<file path="config.mk">
export PLATFORM = sky130hd
export DESIGN_NAME = itch_feed_arbiter
export DESIGN_NICKNAME = d
export VERILOG_FILES = /design/src/rtl/itch_feed_arbiter.sv
export SDC_FILE = /design/constraint.sdc
export NUM_CORES = 1
export LEC_CHECK = 0
export CAP_MARGIN = 30
export CORE_MARGIN = 1
export CORE_UTILIZATION = 49
export DETAILED_ROUTE_END_ITERATION = 8
export GPL_TIMING_DRIVEN = 0
export PLACE_DENSITY_LB_ADDON = 0.05
export SLEW_MARGIN = 0
export SYNTH_ARGS = -nofsm -noshare
export SYNTH_HDL_FRONTEND = slang
export SYNTH_SLANG_ARGS = --single-unit
</file>
<file path="constraint.sdc">
create_clock -name clk -period 2.4 [get_ports clk]
set_input_delay 0.6 -clock clk [delete_from_list [all_inputs] [get_ports clk]]
set_output_delay 0.6 -clock clk [all_outputs]
set_load 0.005 [all_outputs]
</file>
<file path="src/rtl/itch_feed_arbiter.sv">
// Round-robin arbiter sharing one ITCH header parser between several byte feeds.
// Header bytes go to the parser port with a guard cycle; payload bytes go to a separate port.
module itch_feed_arbiter #(
    parameter int unsigned NUM_FEEDS = 2,
    parameter int unsigned GID_W     = 1
) (
    input  logic                   clk,
    input  logic                   rst,
    input  logic [8*NUM_FEEDS-1:0] in_data,
    input  logic [NUM_FEEDS-1:0]   in_valid,
    output logic [NUM_FEEDS-1:0]   in_ready,
    output logic [7:0]             hdr_data,
    output logic                   hdr_valid,
    output logic [7:0]             pl_data,
    output logic                   pl_valid,
    output logic                   pl_last,
    output logic [GID_W-1:0]       grant_id,
    output logic                   busy
);

    typedef enum logic [2:0] {
        StArb,
        StHdr0,
        StHdr1,
        StHdr2,
        StGap,
        StPayload
    } state_e;

    state_e           state_q, state_d;
    logic [GID_W-1:0] grant_q, grant_d;
    logic [GID_W-1:0] last_grant_q, last_grant_d;
    logic             busy_q, busy_d;
    logic [7:0]       hdr_data_q, hdr_data_d;
    logic             hdr_valid_q, hdr_valid_d;
    logic [7:0]       pl_data_q, pl_data_d;
    logic             pl_valid_q, pl_valid_d;
    logic             pl_last_q, pl_last_d;
    logic [7:0]       len_hi_q, len_hi_d;
    logic [7:0]       len_lo_q, len_lo_d;
    logic [15:0]      pl_cnt_q, pl_cnt_d;

    logic [GID_W-1:0] pick;
    logic             pick_found;
    logic [7:0]       sel_data;
    logic             sel_valid;

    // First requester scanning upward from the feed after the last winner, with wrap.
    always_comb begin
        pick       = '0;
        pick_found = 1'b0;
        for (int unsigned k = 1; k <= NUM_FEEDS; k++) begin
            for (int unsigned i = 0; i < NUM_FEEDS; i++) begin
                if (!pick_found && in_valid[i] &&
                    ((32'(last_grant_q) + k) % NUM_FEEDS) == i) begin
                    pick       = GID_W'(i);
                    pick_found = 1'b1;
                end
            end
        end
    end

    always_comb begin
        sel_data  = '0;
        sel_valid = 1'b0;
        for (int unsigned i = 0; i < NUM_FEEDS; i++) begin
            if (grant_q == GID_W'(i)) begin
                sel_data  = in_data[8*i +: 8];
                sel_valid = in_valid[i];
            end
        end
    end

    always_comb begin
        state_d      = state_q;
        grant_d      = grant_q;
        last_grant_d = last_grant_q;
        busy_d       = busy_q;
        hdr_data_d   = hdr_data_q;
        hdr_valid_d  = 1'b0;
        pl_data_d    = pl_data_q;
        pl_valid_d   = 1'b0;
        pl_last_d    = 1'b0;
        len_hi_d     = len_hi_q;
        len_lo_d     = len_lo_q;
        pl_cnt_d     = pl_cnt_q;
        in_ready     = '0;

        unique case (state_q)
            StArb: begin
                if (pick_found) begin
                    grant_d      = pick;
                    last_grant_d = pick;
                    busy_d       = 1'b1;
                    state_d      = StHdr0;
                end
            end
            StHdr0: begin
                in_ready[grant_q] = 1'b1;
                if (sel_valid) begin
                    hdr_data_d  = sel_data;
                    hdr_valid_d = 1'b1;
                    state_d     = StHdr1;
                end
            end
            StHdr1: begin
                in_ready[grant_q] = 1'b1;
                if (sel_valid) begin
                    hdr_data_d  = sel_data;
                    hdr_valid_d = 1'b1;
                    len_hi_d    = sel_data;
                    state_d     = StHdr2;
                end
            end
            StHdr2: begin
                in_ready[grant_q] = 1'b1;
                if (sel_valid) begin
                    hdr_data_d  = sel_data;
                    hdr_valid_d = 1'b1;
                    len_lo_d    = sel_data;
                    state_d     = StGap;
                end
            end
            // Parser needs one idle cycle after the third header byte.
            StGap: begin
                if ({len_hi_q, len_lo_q} == 16'd0) begin
                    busy_d  = 1'b0;
                    state_d = StArb;
                end else begin
                    pl_cnt_d = {len_hi_q, len_lo_q};
                    state_d  = StPayload;
                end
            end
            StPayload: begin
                in_ready[grant_q] = 1'b1;
                if (sel_valid) begin
                    pl_data_d  = sel_data;
                    pl_valid_d = 1'b1;
                    if (pl_cnt_q != 16'd0) begin
                        pl_cnt_d = pl_cnt_q - 16'd1;
                    end
                    if (pl_cnt_q == 16'd1) begin
                        pl_last_d = 1'b1;
                        busy_d    = 1'b0;
                        state_d   = StArb;
                    end
                end
            end
            default: begin
                state_d = StArb;
            end
        endcase
    end

    always_ff @(posedge clk) begin
        if (rst) begin
            state_q      <= StArb;
            grant_q      <= '0;
            last_grant_q <= GID_W'(NUM_FEEDS - 1);
            busy_q       <= 1'b0;
            hdr_data_q   <= '0;
            hdr_valid_q  <= 1'b0;
            pl_data_q    <= '0;
            pl_valid_q   <= 1'b0;
            pl_last_q    <= 1'b0;
            len_hi_q     <= '0;
            len_lo_q     <= '0;
            pl_cnt_q     <= '0;
        end else begin
            state_q      <= state_d;
            grant_q      <= grant_d;
            last_grant_q <= last_grant_d;
            busy_q       <= busy_d;
            hdr_data_q   <= hdr_data_d;
            hdr_valid_q  <= hdr_valid_d;
            pl_data_q    <= pl_data_d;
            pl_valid_q   <= pl_valid_d;
            pl_last_q    <= pl_last_d;
            len_hi_q     <= len_hi_d;
            len_lo_q     <= len_lo_d;
            pl_cnt_q     <= pl_cnt_d;
        end
    end

    assign grant_id  = grant_q;
    assign busy      = busy_q;
    assign hdr_data  = hdr_data_q;
    assign hdr_valid = hdr_valid_q;
    assign pl_data   = pl_data_q;
    assign pl_valid  = pl_valid_q;
    assign pl_last   = pl_last_q;

endmodule
</file>
==> results of run 1 <==
==> layout make-up <==
type | instances | area [um^2]
plain buffers | 27 | 140
clock buffers | 11 | 151
clock inverters | 5 | 77.6
fillers | 489 | 1950
inverters | 5 | 18.8
multi-input cells | 239 | 1520
flip-flops and latches | 57 | 1140
well taps | 72 | 90.1
repair buffers | 41 | 410
==> critical path, cell delays in order (launching register included) <==
cell and delay, ps:
dfxtp_1 310, buf_4 160, nor2_1 360, a211oi_2 80, clkdlybuf4s50_1 470
==> Yosys cell counts (all sizes together) (5+ instances only) <==
| cell | n |
|---|---|
| inv | 5 |
| nand2 | 19 |
| nor4 | 9 |
| a211oi | 37 |
| nor2 | 51 |
| nor3 | 12 |
| buf | 12 |
| mux2i | 9 |
| o21ai | 6 |
| clkbuf | 15 |
| o311ai | 7 |
| o31ai | 11 |
| a21oi | 19 |
| dfxtp | 57 |
==> layout by cell type (no fill, tap or decap), types with 4 or more instances in the layout <==
| cell | n |
|---|---|
| a31oi_1 | 4 |
| nand2_1 | 18 |
| mux2i_1 | 9 |
| nand3_1 | 4 |
| clkbuf_8 | 11 |
| inv_1 | 5 |
| nor3_1 | 12 |
| a21oi_1 | 19 |
| o311ai_0 | 5 |
| nor4_1 | 8 |
| buf_2 | 8 |
| clkdlybuf4s50_1 | 41 |
| o21ai_0 | 6 |
| clkbuf_1 | 13 |
| a211oi_1 | 35 |
| dfxtp_1 | 56 |
| o32ai_1 | 4 |
| o31ai_1 | 11 |
| nor2_1 | 49 |
| o211ai_1 | 4 |
==> flip-flops by register name, indices dropped and copies added (netlist names) <==
register,cells
last_grant_q,1
pl_data,8
pl_last,1
hdr_valid,1
busy,1
pl_cnt_q,16
state_q,3
pl_valid,1
grant_id,1
hdr_data,8
len_hi_q,8
len_lo_q,8
==> where the power goes <==
group          leakage, nW  total, mW  switching [mW]  internal [mW]
sequential           0.463       1.05          0.0468           1.00
clock                0.115       1.03           0.390          0.637
combinational        0.639      0.572           0.325          0.247
==> cell families (layout without fill, tap and decap cells) <==
group / Yosys count / after routing / share of synthesized area [%]
mux: 10 / 10 / 3.75
flops: 57 / 57 / 40.7
fa+ha+maj: 3 / 3 / 1.34
xor+xnor: 1 / 1 / 0.313
compound gates: 107 / 107 / 27.5
simple gates: 118 / 118 / 21.1
buf+inv: 32 / 89 / 5.27
==> final timing paths <==
kind | slack (ps) | to
worst min-delay path | 500 | pl_cnt_q[15]
worst min register to register | 500 | pl_cnt_q[15]
worst max register to register | 190 | pl_cnt_q[3]
worst max-delay path | 90 | in_ready[0]
==> routing by layer <==
metal | wire length, um | vias up | part of all wire [%]
li1 | - | 1351 | -
met2 | 4020 | 123 | 48
met5 | 0 | - | 0
met3 | 514 | 19 | 6.2
met1 | 3660 | 1328 | 44
met4 | 142 | 0 | 1.7
==> repair_timing <==
action / in CTS / in global routing
cloned: 0 / 0
gates resized for setup: 4 / 5
setup endpoints to repair: 2 / 2
==> per-stage QoR <==
| step | setup TNS, ps | utilization [%] |
|---|---|---|
| finish | 0 | 64.5 |
| global route | 0 | 64.5 |
| CTS | 0 | 64.3 |
| detailed placement | -994 | 60.0 |
| global placement | -845 | 60.0 |
| floorplan | 0 | - |
==> results.sh, run 1 <==
export IMPL_fp_dieArea_um2=6020
export IMPL_final_cells=457
export IMPL_synth_warnings=0
export IMPL_clkSinkCount=57
export IMPL_use_met1_pct=37.7
export IMPL_worstHoldPathCells=2
export IMPL_rsz0062_at_grt="false"
export IMPL_critPathMaxFanout=10
export IMPL_holdWs_ps=496
export IMPL_clk_path_buf_depth=2
export IMPL_first_pass_iters=5
export IMPL_num_rows=27
export IMPL_ff2ff_path_depth=8
export IMPL_synth_edf_count=0
export IMPL_startpoint="state_q[0]"
export IMPL_ctsRootBufferMaster="clkbuf_8"
export IMPL_io_buffers=41
export IMPL_dominantRegCellSynth="dfxtp_1"
export IMPL_synth_cell_types=54
export IMPL_diodes=0
export IMPL_fmax_ghz=0.432
export IMPL_maxSlewViolCount=0
export IMPL_hold_violations=0
export IMPL_placed_area_um2=3300
export IMPL_h_tree_depth=3
export IMPL_power_leakage_nw=1.22
export IMPL_p_per_area_nw_per_um2=745
export IMPL_hpwl_um=5940
export IMPL_met3_usage_pct=7.76
export IMPL_skew_ps=4.59
export IMPL_place_ws_ps=-130
export IMPL_startpoint_type="register"
export IMPL_maxCapViolCount=0
export IMPL_cts_hold_buf=0
export IMPL_min_period_over_period_pct=96.4
export IMPL_route_detailed_drc=0
export IMPL_async_flop_share_pct=0
export IMPL_slew_headroom_pct=49.1
export IMPL_worstPathArrival_ps=1710
export IMPL_pin_count=43
export IMPL_track_usage_pct=30.0
export IMPL_fin_ws_ps=85.7
export IMPL_netlist_area_um2=2800
export IMPL_wl_per_cell_um=18.2
export IMPL_end_kind="output pin"
export IMPL_grt_pass1_wl_um=14000
export IMPL_grt_max_degree=11
export IMPL_vias_per_cell=6.17
export IMPL_vias=2821
export IMPL_grt_overflow=0
export IMPL_hp_start="pl_cnt_q[15]"
export IMPL_fp_coreArea_um2=5510
export IMPL_critPathKind="reg -> out"
export IMPL_synth_seq_area_share_pct=40.7
export IMPL_fp_dieW_um=77.6
export IMPL_start_util_pct=50.9
export IMPL_grt_pass1_vias=2753
export IMPL_clk_pin_slew_ps=60
export IMPL_synth_top_area_cell="dfxtp_1"
export IMPL_min_period_ps=2310
export IMPL_hold_path_class="reg -> reg"
export IMPL_final_antenna_net_count=0
export IMPL_status="finished clean"
export IMPL_worstSkewPairLatency_ps=340
export IMPL_cts_buffers_inserted=9
export IMPL_fin_nets=403
export IMPL_power_mw=2.65
export IMPL_synth_area_leaders="dfxtp_1 41%, a211oi_1 9.9%, nor2_1 6.6%"
export IMPL_die_h_um=77.6
export IMPL_drtIter0Drc=272
export IMPL_dp_cells=441
export IMPL_cp_data_required_time_ps=1800
export IMPL_totalWireLength_um=8330
export IMPL_synth_nets=351
export IMPL_drive_gt1_share_pct=11.4
export IMPL_cts_setup_buffers=0
export IMPL_worstMarginPinSlew_ps=757
export IMPL_area_growth_syn_to_layout_pct=26.8
export IMPL_timing_rr_start="pl_cnt_q[0]"
export IMPL_cts_tree="yes"
export IMPL_met2_usage_pct=50.6
export IMPL_setup_violations=0
export IMPL_grt_busiest_layer="met2"
export IMPL_globalplace_congestion=0.897
export IMPL_synth_top_area_share_pct=40.7
export IMPL_ys_seq_elements=57
export IMPL_synthCells=328
export IMPL_ir_drop_uv=509
export IMPL_final_area_um2=3550
export IMPL_antenna_found_initial=0
export IMPL_syn_avg_cell_area_um2=8.54
Power figures use the tool's default switching activity.
==> inputs of run 2 (changes only) <==
--- a/config.mk
+++ b/config.mk
@@ -11,6 +11,7 @@
 export DETAILED_ROUTE_END_ITERATION = 8
 export GPL_TIMING_DRIVEN = 0
 export PLACE_DENSITY_LB_ADDON = 0.05
+export REMOVE_ABC_BUFFERS = 1
 export SLEW_MARGIN = 0
 export SYNTH_ARGS = -nofsm -noshare
 export SYNTH_HDL_FRONTEND = slang
==> constraint.sdc (replaced) <==
create_clock -name clk -period 2.86 [get_ports clk]
set_input_delay 0.715 -clock clk [delete_from_list [all_inputs] [get_ports clk]]
set_output_delay 0.715 -clock clk [all_outputs]
set_load 0.005 [all_outputs]
==> run 2 against run 1 <==
First-iteration DRC count down 19%. Combinational power down 31%. Setup slack better by 97 ps. Largest power group unchanged. Clock skew up 3.4 ps. Largest cell class unchanged. Count of clock-buffer cells in the layout down 2. Final cell count down 5.0%. Register-to-register slack better by 440 ps.
==> results.sh, run 2 (same netlist as run 1, synthesis figures left out) <==
export IMPL_status="finished clean"
export IMPL_first_pass_iters=4
export IMPL_startpoint_type="register"
export IMPL_drive_gt1_share_pct=9.12
export IMPL_seqPwrFrac_pct=42.5
export IMPL_worstMarginPinSlew_ps=647
export IMPL_layout_commonest_cell="dfxtp_1"
export IMPL_placed_area_um2=3210
export IMPL_final_util_pct=62.3
export IMPL_final_area_um2=3430
export IMPL_critPathMaxFanout=15
export IMPL_swShare_pct=29.4
export IMPL_drtIter0Drc=221
export IMPL_holdWs_ps=497
export IMPL_largest_reg_flops=16
export IMPL_fin_tns_setup_ps=0
export IMPL_fin_nets=380
export IMPL_rrSetupSlack_ps=630
export IMPL_clk_pin_slew_ps=70
export IMPL_cts_tree="yes"
export IMPL_clk_path_buf_depth=2
export IMPL_fmax_ghz=0.374
export IMPL_hold_path_class="reg -> reg"
export IMPL_min_period_over_period_pct=93.6
export IMPL_fp_dieW_um=77.6
export IMPL_fp_dieArea_um2=6020
export IMPL_num_rows=27
export IMPL_skew_ps=8.00
export IMPL_hpwl_um=4760
export IMPL_wl_per_cell_um=16.3
export IMPL_die_h_um=77.6
export IMPL_route_detailed_drc=0
export IMPL_io_buffers=42
export IMPL_p_int_mw=1.51
export IMPL_cts_setup_buffers=0
export IMPL_min_period_ps=2680
export IMPL_grt_max_degree=53
export IMPL_setup_violations=0
export IMPL_antenna_found_initial=0
export IMPL_grt_pass1_wl_um=12000
export IMPL_fp_coreArea_um2=5510
export IMPL_cp_data_required_time_ps=2140
export IMPL_globalplace_congestion=0.871
export IMPL_totalWireLength_um=7080
export IMPL_worstSkewPairLatency_ps=350
export IMPL_ctsRootBufferMaster="clkbuf_8"
export IMPL_area_growth_syn_to_layout_pct=22.5
export IMPL_power_leakage_nw=1.15
export IMPL_p_comb_share_pct=18.3
export IMPL_end_kind="output pin"
export IMPL_regMostFlops="pl_cnt_q"
export IMPL_power_share_clock_pct=39.2
export IMPL_hold_violations=0
export IMPL_grt_overflow=0
export IMPL_pin_count=43
export IMPL_start_util_pct=50.9
export IMPL_critPathKind="reg -> out"
export IMPL_mostFrequentLayoutCells="55 x dfxtp_1, 49 x nor2_1, 41 x clkdlybuf4s50_1"
export IMPL_vias_per_cell=5.95
export IMPL_ir_drop_uv=427
export IMPL_grt_pass1_vias=2383
export IMPL_ctsResizeCount=1
export IMPL_worstPathArrival_ps=1960
export IMPL_vias=2582
export IMPL_h_tree_depth=3
export IMPL_power_mw=2.14
export IMPL_cts_hold_buf=0
export IMPL_slew_headroom_pct=56.8
export IMPL_p_per_area_nw_per_um2=624
export IMPL_maxCapViolCount=0
export IMPL_cts_buffers_inserted=9
export IMPL_switchingPower_mw=0.629
export IMPL_final_antenna_net_count=0
export IMPL_rsz0062_at_grt="false"
export IMPL_track_usage_pct=25.9
export IMPL_maxSlewViolCount=0
export IMPL_clkSinkCount=57
export IMPL_diodes=0
## run 2: final cells by class
class	instances	area, um^2
clock inverters	7	95.1
flip-flops and latches	57	1140
inverters	5	18.8
fillers	527	2070
clock buffers	9	124
multi-input cells	239	1510
well taps	72	90.1
repair buffers	45	448
## run 2: power groups by stage
stage               Clock [mW]  Combinational, mW  Sequential [mW]
finish                   0.840              0.393            0.909
floorplan                    0              0.226            0.909
global placement             0              0.388            0.924
global route             0.894              0.434            0.919
CTS                      0.849              0.393            0.909
detailed placement           0              0.392            0.925
## run 2: layer usage
| layer | global-route usage, % | wire [um] | up-vias |
|---|---|---|---|
| li1 | - | - | 1300 |
| met1 | 35.7 | 3390 | 1192 |
| met2 | 37.8 | 3120 | 81 |
| met3 | 6.35 | 424 | 9 |
| met4 | 11.7 | 155 | 0 |
| met5 | 0 | 0 | - |
## run 2: path summary, 6_finish.rpt
check,cells past startpoint,startpoint,to
hold / removal,2,pl_data[7],pl_data[7]
setup / recovery,3,state_q[1],in_ready[1]
hold reg to reg,2,pl_data[7],pl_data[7]
setup reg to reg,5,state_q[2],pl_data[1]
## run 2: through the flow
step	setup slack, ps	instances
CTS	119	434
finish	183	434
global placement	-1160	415
detailed placement	153	418
global route	19.6	434
floorplan	844	301
## run 2: critical path: stages, from the launching register on
cell	delay, ps
dfxtp_1	600
nor2_1	190
a211oi_1	270
clkdlybuf4s50_1	560
==> inputs of run 3 (changes only) <==
--- a/config.mk
+++ b/config.mk
@@ -9,7 +9,8 @@
 export CORE_MARGIN = 1
 export CORE_UTILIZATION = 49
 export DETAILED_ROUTE_END_ITERATION = 8
-export GPL_TIMING_DRIVEN = 0
+export HOLD_SLACK_MARGIN = 0.05
+export MAX_ROUTING_LAYER = met4
 export PLACE_DENSITY_LB_ADDON = 0.05
 export REMOVE_ABC_BUFFERS = 1
 export SLEW_MARGIN = 0
==> run 3 against run 2 <==
Clock skew is 3.3 ps higher. Cell area up 0.91%. Register-to-register slack gained 60 ps. Final cell count is 2.1% higher. Critical path depth decreased by 1. Non-clock buffer count rose by 9. Sequential power down 3.3%. Maximum frequency up 15%. Count of clock-buffer cells in the layout did not move. Setup slack gained 350 ps. Critical endpoint is now in_ready[0]. Largest power group unchanged.
==> results.sh, run 3 (same netlist as run 1, synthesis figures left out) <==
export IMPL_clkSinkCount=57
export IMPL_layout_commonest_cell="dfxtp_1"
export IMPL_fin_tns_setup_ps=0
export IMPL_place_ws_ps=232
export IMPL_largest_reg_flops=16
export IMPL_worstMarginPinSlew_ps=739
export IMPL_ir_drop_uv=389
export IMPL_io_buffers=42
export IMPL_maxCapViolCount=0
export IMPL_cts_hold_buf=0
export IMPL_fin_nets=389
export IMPL_num_rows=27
export IMPL_cts_buffers_inserted=9
export IMPL_hold_violations=0
export IMPL_maxSlewViolCount=0
export IMPL_antenna_found_initial=0
export IMPL_rsz0062_at_grt="false"
export IMPL_critPathMaxFanout=15
export IMPL_die_h_um=77.6
export IMPL_grt_max_degree=23
export IMPL_first_pass_iters=5
export IMPL_h_tree_depth=3
export IMPL_power_leakage_nw=1.17
export IMPL_setup_violations=0
export IMPL_fin_ws_ps=532
export IMPL_cts_tree="yes"
export IMPL_drtIter0Drc=210
export IMPL_clk_pin_slew_ps=70
export IMPL_skew_ps=11.3
export IMPL_totalWireLength_um=7100
export IMPL_area_growth_syn_to_layout_pct=23.6
export IMPL_grt_pass1_wl_um=11600
export IMPL_final_antenna_net_count=0
export IMPL_clk_path_buf_depth=2
export IMPL_cp_slowest_cell="clkdlybuf4s50_1"
export IMPL_route_detailed_drc=0
export IMPL_cp_num_buf_inv=1
export IMPL_min_period_ps=2330
export IMPL_worstPathArrival_ps=1610
export IMPL_regMostFlops="pl_cnt_q"
export IMPL_status="finished clean"
export IMPL_ctsResizeCount=0
export IMPL_crit_family="buffers and inverters"
export IMPL_startpoint_type="register"
export IMPL_mostFrequentLayoutCells="57 x dfxtp_1, 49 x nor2_1, 41 x clkdlybuf4s50_1"
export IMPL_final_cells=443
export IMPL_worstSkewPairLatency_ps=340
export IMPL_vias=2643
export IMPL_critPathMaxStageDelay_ps=540
export IMPL_globalplace_congestion=0.867
export IMPL_vias_per_cell=5.97
export IMPL_cts_setup_buffers=0
export IMPL_fmax_ghz=0.430
export IMPL_start_util_pct=50.9
export IMPL_fp_coreArea_um2=5510
export IMPL_diodes=0
export IMPL_hold_path_class="reg -> reg"
export IMPL_pin_count=43
export IMPL_fp_dieArea_um2=6020
export IMPL_hpwl_um=4910
export IMPL_end_kind="output pin"
export IMPL_crit_chain="a211oi_1 -> clkdlybuf4s50_1"
export IMPL_critPathKind="reg -> out"
export IMPL_min_period_over_period_pct=81.4
export IMPL_grt_overflow=0
export IMPL_p_per_area_nw_per_um2=592
export IMPL_holdWs_ps=491
export IMPL_track_usage_pct=25.8
export IMPL_ctsRootBufferMaster="clkbuf_8"
export IMPL_drive_gt1_share_pct=10.8
export IMPL_grt_pass1_vias=2328
export IMPL_cp_data_required_time_ps=2140
export IMPL_dp_cells=427
export IMPL_wl_per_cell_um=16.0
export IMPL_fp_dieW_um=77.6
export IMPL_slew_headroom_pct=50.3
run 3: area by class of cell:
class / count / area, um^2
well taps: 72 / 90.1
repair buffers: 54 / 505
inverters: 5 / 18.8
clock buffers: 9 / 124
fillers: 505 / 2040
clock inverters: 7 / 71.3
flip-flops and latches: 57 / 1140
multi-input cells: 239 / 1510
run 3: layer usage:
| metal | global-route usage, % | vias to the layer above | routed length [um] | share of wire (%) |
|---|---|---|---|---|
| met2 | 36.4 | 107 | 3140 | 44 |
| met3 | 4.59 | 16 | 415 | 5.8 |
| met4 | 12.5 | 0 | 153 | 2.2 |
| met5 | - | - | 0 | 0 |
| met1 | 35.3 | 1198 | 3390 | 48 |
| li1 | - | 1322 | - | - |
run 3: report_power, final:
part	total (mW)	switching, mW	internal, mW
clock	0.734	0.335	0.399
combinational	0.438	0.246	0.192
sequential	0.879	0.0377	0.842
total	2.05	0.619	1.43
run 3: path summary, 6_finish.rpt:
path / start / end / slack, ps / cells past startpoint
min: pl_cnt_q[15] / pl_cnt_q[15] / 490 / 2
min reg2reg: pl_cnt_q[15] / pl_cnt_q[15] / 490 / 2
max reg2reg: pl_cnt_q[0] / pl_cnt_q[10] / 690 / 7
max: state_q[2] / in_ready[0] / 530 / 2
run 3: worst reg2reg max path: stages (launching register included):
cell	delay [ps]
dfxtp_1	440
inv_1	100
ha_1	220
nor4b_1	140
and4_1	250
o22ai_2	200
nand2_1	360
o31ai_1	380
run 3: stage by stage:
stage	utilization, %	power [mW]	area (um^2)
after floorplan	-	1.14	2670
after global placement	59.4	1.33	3270
after detailed placement	59.4	1.33	3270
after CTS	62.9	2.06	3460
after global routing	62.9	2.15	3460
final	62.9	2.05	3460
